[config.mk]
export PLATFORM = sky130hd
export DESIGN_NAME = spi_cmd_router
export DESIGN_NICKNAME = d
export VERILOG_FILES = /design/src/rtl/spi_cmd_router.sv
export SDC_FILE = /design/constraint.sdc
export NUM_CORES = 1
export LEC_CHECK = 0
export ABC_AREA = 1
export CELL_PAD_IN_SITES_DETAIL_PLACEMENT = 2
export CELL_PAD_IN_SITES_GLOBAL_PLACEMENT = 2
export CORE_MARGIN = 3
export CORE_UTILIZATION = 32
export CTS_CLUSTER_DIAMETER = 80
export DETAILED_ROUTE_END_ITERATION = 7
export PLACE_DENSITY_LB_ADDON = 0.3
export SYNTH_ARGS = -nofsm -noshare
export SYNTH_HDL_FRONTEND = slang
export SYNTH_SLANG_ARGS = --single-unit
[constraint.sdc]
create_clock -name axi_aclk -period 5.4 [get_ports axi_aclk]
set_input_delay 1.08 -clock axi_aclk [delete_from_list [all_inputs] [get_ports axi_aclk]]
set_output_delay 1.08 -clock axi_aclk [all_outputs]
set_load 0.02 [all_outputs]
[src/rtl/spi_cmd_router.sv]
`default_nettype none
// ============================================================================
// Module   : spi_cmd_router
// Purpose  : Parses length-prefixed command frames (opcode, LEN, payload) from
//            the SPI receive byte stream and forwards each payload to one of
//            NUM_DEST AXI-Stream sinks. Malformed frames are dropped or
//            terminated cleanly. Completed frames and errors are counted.
// Revision : 1.0 - initial release
// ----------------------------------------------------------------------------
// Ports
//   axi_aclk / axi_areset : clock, synchronous active-high reset
//   s_axis_*              : upstream byte stream (tlast = end of SPI transaction)
//   m_axis_tdata/tlast    : payload byte shared by all sinks
//   m_axis_tvalid         : one-hot valid, bit = destination sink
//   m_axis_tready         : per-sink ready
//   busy                  : parser not idle
//   frame_count           : completed frames (wraps)
//   err_count             : errors (saturates at 0xFFFF)
//   err_code / err_pulse  : last error code (1 bad dest, 2 short, 3 timeout)
//                           and a one-cycle strobe per error
// ============================================================================
module spi_cmd_router #(
  parameter int NUM_DEST       = 4,
  parameter int TIMEOUT_CYCLES = 65535
) (
  input  logic                axi_aclk,
  input  logic                axi_areset,
  input  logic [7:0]          s_axis_tdata,
  input  logic                s_axis_tvalid,
  output logic                s_axis_tready,
  input  logic                s_axis_tlast,
  output logic [7:0]          m_axis_tdata,
  output logic [NUM_DEST-1:0] m_axis_tvalid,
  input  logic [NUM_DEST-1:0] m_axis_tready,
  output logic                m_axis_tlast,
  output logic                busy,
  output logic [15:0]         frame_count,
  output logic [15:0]         err_count,
  output logic [1:0]          err_code,
  output logic                err_pulse
);

  typedef enum logic [2:0] {
    ST_IDLE    = 3'd0,
    ST_LEN     = 3'd1,
    ST_PAYLOAD = 3'd2,
    ST_DISCARD = 3'd3,
    ST_FLUSH   = 3'd4
  } state_t;

  localparam logic [4:0]  C_NUM_DEST   = 5'(NUM_DEST);
  localparam logic [15:0] C_TMO_LAST   = 16'(TIMEOUT_CYCLES - 1);
  localparam logic [1:0]  ERR_NONE     = 2'd0;
  localparam logic [1:0]  ERR_BAD_DEST = 2'd1;
  localparam logic [1:0]  ERR_SHORT    = 2'd2;
  localparam logic [1:0]  ERR_TIMEOUT  = 2'd3;

  state_t      state_q, state_d;
  logic [3:0]  dest_q, dest_d;
  logic [7:0]  cnt_q, cnt_d;          // payload bytes still expected
  logic [15:0] tmo_q, tmo_d;
  logic        out_valid_q, out_valid_d;
  logic [7:0]  out_data_q, out_data_d;
  logic        out_last_q, out_last_d;
  logic [3:0]  out_dest_q, out_dest_d; // dest of the byte held, not of the current frame
  logic [15:0] frame_count_q;
  logic [15:0] err_count_q;
  logic [1:0]  err_code_q;
  logic        err_pulse_q;

  logic [15:0] w_sink_ready;
  logic        w_out_ready;
  logic        w_out_free;
  logic        w_in_ready;
  logic        w_hs;
  logic        w_tmo_state;
  logic        w_tmo_hit;
  logic        w_err;
  logic [1:0]  w_err_code;
  logic        w_frame_done;

  // Zero-extend so any 4-bit dest can index safely whatever NUM_DEST is.
  assign w_sink_ready = 16'(m_axis_tready);
  assign w_out_ready  = w_sink_ready[out_dest_q];
  // Output register can take a byte this cycle (empty, or draining now).
  assign w_out_free   = !out_valid_q || w_out_ready;

  always_comb begin
    w_in_ready = 1'b0;
    case (state_q)
      ST_IDLE, ST_LEN, ST_DISCARD: w_in_ready = 1'b1;
      ST_PAYLOAD:                  w_in_ready = w_out_free;
      default:                     w_in_ready = 1'b0;
    endcase
  end

  assign s_axis_tready = w_in_ready && !axi_areset;
  assign w_hs          = s_axis_tvalid && s_axis_tready;

  // Only upstream starvation counts toward the timeout; a stalled sink does not.
  assign w_tmo_state = (state_q == ST_LEN) || (state_q == ST_PAYLOAD) ||
                       (state_q == ST_DISCARD);
  assign w_tmo_hit   = w_tmo_state && !s_axis_tvalid && (tmo_q == C_TMO_LAST);

  always_comb begin
    tmo_d = tmo_q;
    if (!w_tmo_state || w_hs) begin
      tmo_d = 16'd0;
    end else if (!s_axis_tvalid) begin
      tmo_d = tmo_q + 16'd1;
    end
  end

  always_comb begin
    state_d      = state_q;
    dest_d       = dest_q;
    cnt_d        = cnt_q;
    out_valid_d  = out_valid_q;
    out_data_d   = out_data_q;
    out_last_d   = out_last_q;
    out_dest_d   = out_dest_q;
    w_err        = 1'b0;
    w_err_code   = ERR_NONE;
    w_frame_done = 1'b0;

    if (out_valid_q && w_out_ready) begin
      out_valid_d = 1'b0;
    end

    case (state_q)
      ST_IDLE: begin
        if (w_hs) begin
          dest_d = s_axis_tdata[7:4];
          if (s_axis_tlast) begin
            w_err      = 1'b1;
            w_err_code = ERR_SHORT;
          end else begin
            state_d = ST_LEN;
          end
        end
      end

      ST_LEN: begin
        if (w_hs) begin
          cnt_d = s_axis_tdata;
          // An empty frame is complete at its LEN byte, so tlast there is legal.
          if (s_axis_tdata == 8'd0) begin
            w_frame_done = 1'b1;
            state_d      = ST_IDLE;
          end else if (s_axis_tlast) begin
            w_err      = 1'b1;
            w_err_code = ERR_SHORT;
            state_d    = ST_IDLE;
          end else if ({1'b0, dest_q} >= C_NUM_DEST) begin
            w_err      = 1'b1;
            w_err_code = ERR_BAD_DEST;
            state_d    = ST_DISCARD;
          end else begin
            state_d = ST_PAYLOAD;
          end
        end else if (w_tmo_hit) begin
          w_err      = 1'b1;
          w_err_code = ERR_TIMEOUT;
          state_d    = ST_IDLE;
        end
      end

      ST_PAYLOAD: begin
        if (w_hs) begin
          out_valid_d = 1'b1;
          out_data_d  = s_axis_tdata;
          out_last_d  = (cnt_q == 8'd1) || s_axis_tlast;
          out_dest_d  = dest_q;
          cnt_d       = cnt_q - 8'd1;
          if (cnt_q == 8'd1) begin
            w_frame_done = 1'b1;
            state_d      = ST_IDLE;
          end else if (s_axis_tlast) begin
            w_err      = 1'b1;
            w_err_code = ERR_SHORT;
            state_d    = ST_IDLE;
          end
        end else if (w_tmo_hit) begin
          w_err      = 1'b1;
          w_err_code = ERR_TIMEOUT;
          state_d    = ST_FLUSH;
        end
      end

      ST_DISCARD: begin
        if (w_hs) begin
          cnt_d = cnt_q - 8'd1;
          // Early tlast just ends the discard; the bad-dest error already fired.
          if ((cnt_q == 8'd1) || s_axis_tlast) begin
            state_d = ST_IDLE;
          end
        end else if (w_tmo_hit) begin
          w_err      = 1'b1;
          w_err_code = ERR_TIMEOUT;
          state_d    = ST_IDLE;
        end
      end

      ST_FLUSH: begin
        // Terminate the abandoned packet with a zero byte so the sink sees tlast.
        if (w_out_free) begin
          out_valid_d = 1'b1;
          out_data_d  = 8'h00;
          out_last_d  = 1'b1;
          out_dest_d  = dest_q;
          state_d     = ST_IDLE;
        end
      end

      default: state_d = ST_IDLE;
    endcase
  end

  always_ff @(posedge axi_aclk) begin
    if (axi_areset) begin
      state_q       <= ST_IDLE;
      dest_q        <= 4'd0;
      cnt_q         <= 8'd0;
      tmo_q         <= 16'd0;
      out_valid_q   <= 1'b0;
      out_data_q    <= 8'd0;
      out_last_q    <= 1'b0;
      out_dest_q    <= 4'd0;
      frame_count_q <= 16'd0;
      err_count_q   <= 16'd0;
      err_code_q    <= ERR_NONE;
      err_pulse_q   <= 1'b0;
    end else begin
      state_q     <= state_d;
      dest_q      <= dest_d;
      cnt_q       <= cnt_d;
      tmo_q       <= tmo_d;
      out_valid_q <= out_valid_d;
      out_data_q  <= out_data_d;
      out_last_q  <= out_last_d;
      out_dest_q  <= out_dest_d;
      err_pulse_q <= w_err;
      if (w_frame_done) begin
        frame_count_q <= frame_count_q + 16'd1;
      end
      if (w_err) begin
        err_code_q <= w_err_code;
        if (err_count_q != 16'hFFFF) begin
          err_count_q <= err_count_q + 16'd1;
        end
      end
    end
  end

  always_comb begin
    m_axis_tvalid = '0;
    for (int i = 0; i < NUM_DEST; i++) begin
      m_axis_tvalid[i] = out_valid_q && (out_dest_q == 4'(i));
    end
  end

  assign m_axis_tdata = out_data_q;
  assign m_axis_tlast = out_last_q;
  assign busy         = (state_q != ST_IDLE);
  assign frame_count  = frame_count_q;
  assign err_count    = err_count_q;
  assign err_code     = err_code_q;
  assign err_pulse    = err_pulse_q;

endmodule
`default_nettype wire

; Yosys cells after proc, flatten, opt, wreduce, memory -nomap -nowiden
; Index checks and enable logic that the tools add are counted.
[totals]
output_inout_bits = 50
reg_bits = 80
in_bits = 16
wordCells = 129
[classes]
reduce_logical = 32
magnitude_cmp = 2
add_sub_neg = 4
eq_ne = 19
mux = 60
[op_table]
columns = op, n
row1 = adder 16 x 1 -> 16 bit (second input constant), 3
row2 = 2-to-1 mux 3 bit, 11
row3 = one-hot mux 8 bit (2 select lines), 2
row4 = 2-to-1 mux 8 bit, 3
row5 = 2-to-1 mux 1 bit, 22
row6 = 2-to-1 mux 2 bit, 11
row7 = equality test 16 bit (second input constant), 1
row8 = inequality test 16 bit (second input constant), 1
row9 = one-hot mux 3 bit (5 select lines), 1
row10 = inequality test 2 bit (second input constant), 5
row11 = logical AND 1 bit, 9
row12 = equality test 4 x 2 -> 1 bit (second input constant), 2
row13 = equality test 8 x 1 -> 1 bit (second input constant), 1
row14 = zero test 8 bit, 1
row15 = 2-to-1 mux 4 bit, 2
row16 = one-hot mux 1 bit (2 select lines), 4
row17 = one-hot mux 2 bit (4 select lines), 1
row18 = one-hot mux 4 bit (2 select lines), 1
row19 = subtractor 8 x 1 -> 8 bit (second input constant), 1
row20 = equality test 3 x 2 -> 1 bit (second input constant), 2
row21 = AND reduction 3 bit, 2
row22 = AND reduction 6 bit, 1
row23 = logical OR 1 bit, 5
row24 = less-than comparator 4 x 5 -> 1 bit (second input constant), 1
row25 = other kinds (18), 24

; Longest topological paths before layout
[depth]
word_depth = 9
mapped_depth = 17

; Worst setup path before layout
; No wires, ideal clock.
[synth_timing]
path_type = input-to-output
startpoint = input port axi_areset
endpoint = output port s_axis_tready
t_arrival_ns = 1.722
t_required_ns = 4.320
cell_stages = 4
setup_slack_ns = 2.598
path_buffers = 1
path_cell_list = clkbuf_1 -> nor2_1 -> nand2_1 -> inv_1
[synth_between]
elab_chain_len = 2
[synth_rtl]
columns = item, line
row1 = "start, declared", 27  ; input logic axi_areset,
row2 = zero test 1 bit, 97  ; assign s_axis_tready = w_in_ready && !axi_areset;
row3 = logical AND 1 bit, 97
row4 = "end, declared", 30  ; output logic s_axis_tready,
; No other way between the ends.

; Worst setup path in the final report
[layout_timing]
startpoint = input port m_axis_tready[3]
endpoint = output port s_axis_tready
[layout_between]
elab_chain_len = 5
[layout_rtl]
columns = item, line
row1 = "start, declared", 34  ; input logic [NUM_DEST-1:0] m_axis_tready,
row2 = binary-select mux 1 bit (select 4 bit), 84  ; assign w_out_ready = w_sink_ready[out_dest_q];
row3 = 2-to-1 mux 1 bit (not written as such), 84
row4 = logical OR 1 bit, 86  ; assign w_out_free = !out_valid_q || w_out_ready;
row5 = one-hot mux 1 bit (2 select lines), 90  ; case (state_q)
row6 = logical AND 1 bit, 97
; No other way between the ends. The select of a mux whose other input is x is not followed.

==> summary by stage <==
Global routing
The number of global-route vias before repair is about 4800. For this run, the total global-route usage over all layers was measured as 20.05%. The initial antenna violation count is 0. The wire length of the first global-routing pass is 23940 µm. The total overflow left after global routing is 0. Entering global routing, the biggest net connects 44 pins.

Synth
In this run the mean area of a mapped cell was 6.887 µm². The instance count of the mapped netlist is 623. The register area share after synthesis is between 30% and 40%. Of the post-synthesis cell area, the dominant cell type holds 37.33%. The cell area that synthesis handed to floorplanning was 4290 µm².

The warning count from the yosys run is 0. The post-synthesis net count is 645. The post-synthesis cell type with the largest combined area is dfxtp_1. The post-synthesis sequential element count is 80. Sorting the synthesized cells by area gives the leading types as dfxtp_1, nand2_1, nor2_1. The synthesized netlist contains 39 unique library cells.

Setup path
Traced cell by cell, the critical path runs through clkdlybuf4s50_1, nand2_1, nand2_1, nand2_1, nand2_1, nand2_1, nand3_2, nand2_1, inv_1, clkdlybuf4s50_1. The data required time at the worst endpoint is about 4.3 ns. The critical path in this run is classified as input port to output port.

The gate family responsible for the most delay along the worst path is buffers and inverters. The longest individual stage delay on the worst path is slightly above 0.6 ns. The most frequent cell on the critical path is nand2_1. The number of buffers and inverters on the critical path is 3. The worst setup path is captured at an output port. The highest net fanout along the worst path is 4. The slowest stage cell on the critical path is clkdlybuf4s50_1.

STA classifies the critical path startpoint as an input port. The signal arrival time at the worst endpoint is 2.81 ns.

Placed design
The setup slack after placement is 1.496 ns. In this run, placement finished with an instance count of between 800 and 900. Once detailed placement completed, the half-perimeter wirelength came to 10550 µm. The congestion estimate from routability-driven global placement came to 0.7807.

The count of buffers added on input and output ports is 65. The total placed instance area is 5070 µm².

Clock network
The CTS tree is built. For this design, the CTS-stage hold fixing added 0 buffers. The sink count of the clock tree is 80. The root buffer selected by CTS is clkbuf_16. For the worst-skew pair, the clock arrives at the later sink with an insertion delay of 0.34 ns.

The clock passes through at most 2 buffers. The number of buffers added for setup after CTS is 0. The H-tree was split into 3 levels.

TritonCTS created 9 clock buffers. The number of resized instances in the post-cts repair step is 0. After clock tree synthesis, the clock-pin slew on the worst setup and hold paths is 0.06 ns.

Pwr
The reported net switching power is about 0.35 mW. The power density over the cells is 262.4 nW/µm². The internal portion of the total power is roughly 1.1 mW. The proportion of power drawn by flip-flops and latches is 43.4%.

Of the total power, the clock network draws 46.2%. The worst-case IR drop observed on VDD is approximately 0.00022 V. The combinational share of power is 10.3%.

The leakage power figure is 1.973 nW. The total power consumption of the routed design is 1.414 mW. In this run switching power makes up 25.04% of total power.

Timing
Subtracting the final worst setup slack from the clock period gives between 3 and 4 ns. The transition time at the pin with the least slew margin is 0.7726 ns. The number of hold violations in the final report is 0. The final worst hold slack is 0.4694 ns. Setup repair after global routing left no endpoint under its margin.

The total negative setup slack is 0 ns. The worst max-slew margin expressed relative to the limit is 48.44%. Clock skew on the completed layout was measured at 0.003606 ns.

The number of setup violations in the final report is 0. Setup slack closes at 1.508 ns. The max-slew violation count came to 0. Timing would allow up to 0.2570 GHz. The final period utilization is between 70% and 80%.

Drt
The number of routed nets with antenna violations is 0. For this run, design rule violations remaining after detail routing come to 0. After detailed routing, the number of vias per cell comes to 5.089. The detailed-route wire length per cell is about 16 µm. Across all layers, the routed design uses 4382 vias. The first detailed-routing pass ran for 4 iterations. The routed design has 14130 µm of wire. After the first detailed-routing iteration, the DRC count stood at 162.

Floorplan
The horizontal extent of the die is 121.8 µm. The number of top-level pins is 66. The floorplan step defined a core boundary enclosing ~13000 µm². The vertical die dimension is between 100 and 150 µm.

The initial core utilization is 33.32%. The full die area is 14830 µm². Row generation in the floorplan step produced 41 rows.

Status
The flow ran to the end, and the final reports show no timing, DRC or antenna violations.

Cells and area
The diode insertion count for antenna repair is 0. With fillers left out, the area of the finished cells amounts to 5389 µm². Cells with a size suffix above 1 make up 6.386% of the layout. For this run, the post-layout net count is 706. The area growth from synthesis to layout is 25.61%. The final cell utilization of the core is approximately two fifths. Leaving out filler cells and counting taps, the final layout contains 861.

Hold path
The path type of the worst min-delay path is flip-flop to flip-flop.

Flow run
Across the run, the number of max-cap violations was 0.
==> final timing paths <==
path               startpoint              end  slack (ns)  cells after the start
max          m_axis_tready[3]    s_axis_tready        1.51                     10
min           m_axis_tdata[6]  m_axis_tdata[6]        0.47                      2
max reg2reg      err_count[0]     err_count[6]        2.93                      9
min reg2reg   m_axis_tdata[6]  m_axis_tdata[6]        0.47                      2
==> synthesized netlist by cell type (all sizes together) <==
library cell,n
dfxtp,80
xor2,22
nand4,13
ha,6
o21ai,32
inv,66
or2,1
o21a,1
a31o,1
nor2,96
xnor2,9
a21oi,53
clkbuf,9
o41ai,1
nor4,2
o31ai,1
buf,7
nor3,20
nor3b,4
a31oi,3
a22oi,1
a211oi,5
nand3,52
nand3b,1
a21boi,1
nand2,136
==> routing by layer <==
metal  wire [µm]  GRT usage, %
met3         480         4.782
met4         143         3.922
met1        6293         24.23
met2        7213         36.33
met5           0             0
==> power groups by stage <==
stage	Clock [mW]	Combinational [mW]	Sequential, mW
after detailed placement	0	0.147	0.627
after global placement	0	0.140	0.626
final	0.654	0.146	0.614
after CTS	0.670	0.149	0.614
after floorplan	0	0.0904	0.629
after global routing	0.701	0.165	0.616
==> placed cells by master (no fill, tap or decap), types with 4 or more instances in the layout <==
cell             synthesis  layout
a211oi_1                 5       5
a21oi_1                 53      53
clkbuf_16                0       9
clkbuf_8                 0       4
clkdlybuf4s50_1          0      65
dfxtp_1                 80      80
ha_1                     6       6
inv_1                   58      58
inv_2                    8       8
nand2_1                133     133
nand3_1                 48      48
nand4_1                 12      12
nor2_1                  88      88
nor2_4                   5       5
nor3_1                  20      20
o21ai_0                 32      32
xnor2_1                  9       9
xor2_1                  22      22
==> flip-flops by register name, summed over array words and instances (netlist names), 2 cells and up <==
name / count
cnt_q: 8
dest_q: 4
err_code: 2
err_count: 16
frame_count: 16
m_axis_tdata: 8
out_dest_q: 4
state_q: 3
tmo_q: 16
==> worst min-delay path, cell delays in order (launching register included) <==
cell,delay (ns)
dfxtp_1,0.31
nand2_1,0.06
a21oi_1,0.05
==> cells by family after synthesis <==
family,synth area share (%)
buf+inv,7.961
fa+ha+maj,1.750
xor+xnor,6.328
simple gates,34.30
compound gates,12.34
flops,37.33
==> cell type report <==
type | count | area, µm²
Tap cell | 172 | 215.2
Clock buffer | 14 | 284.0
Timing Repair Buffer | 66 | 658.1
Multi-Input combinational cell | 461 | 2347
Sequential cell | 80 | 1602
Inverter | 66 | 247.7
Fill cell | 1513 | 7487
Clock inverter | 2 | 35.03
No activity file was read; power rests on OpenSTA's default activity.
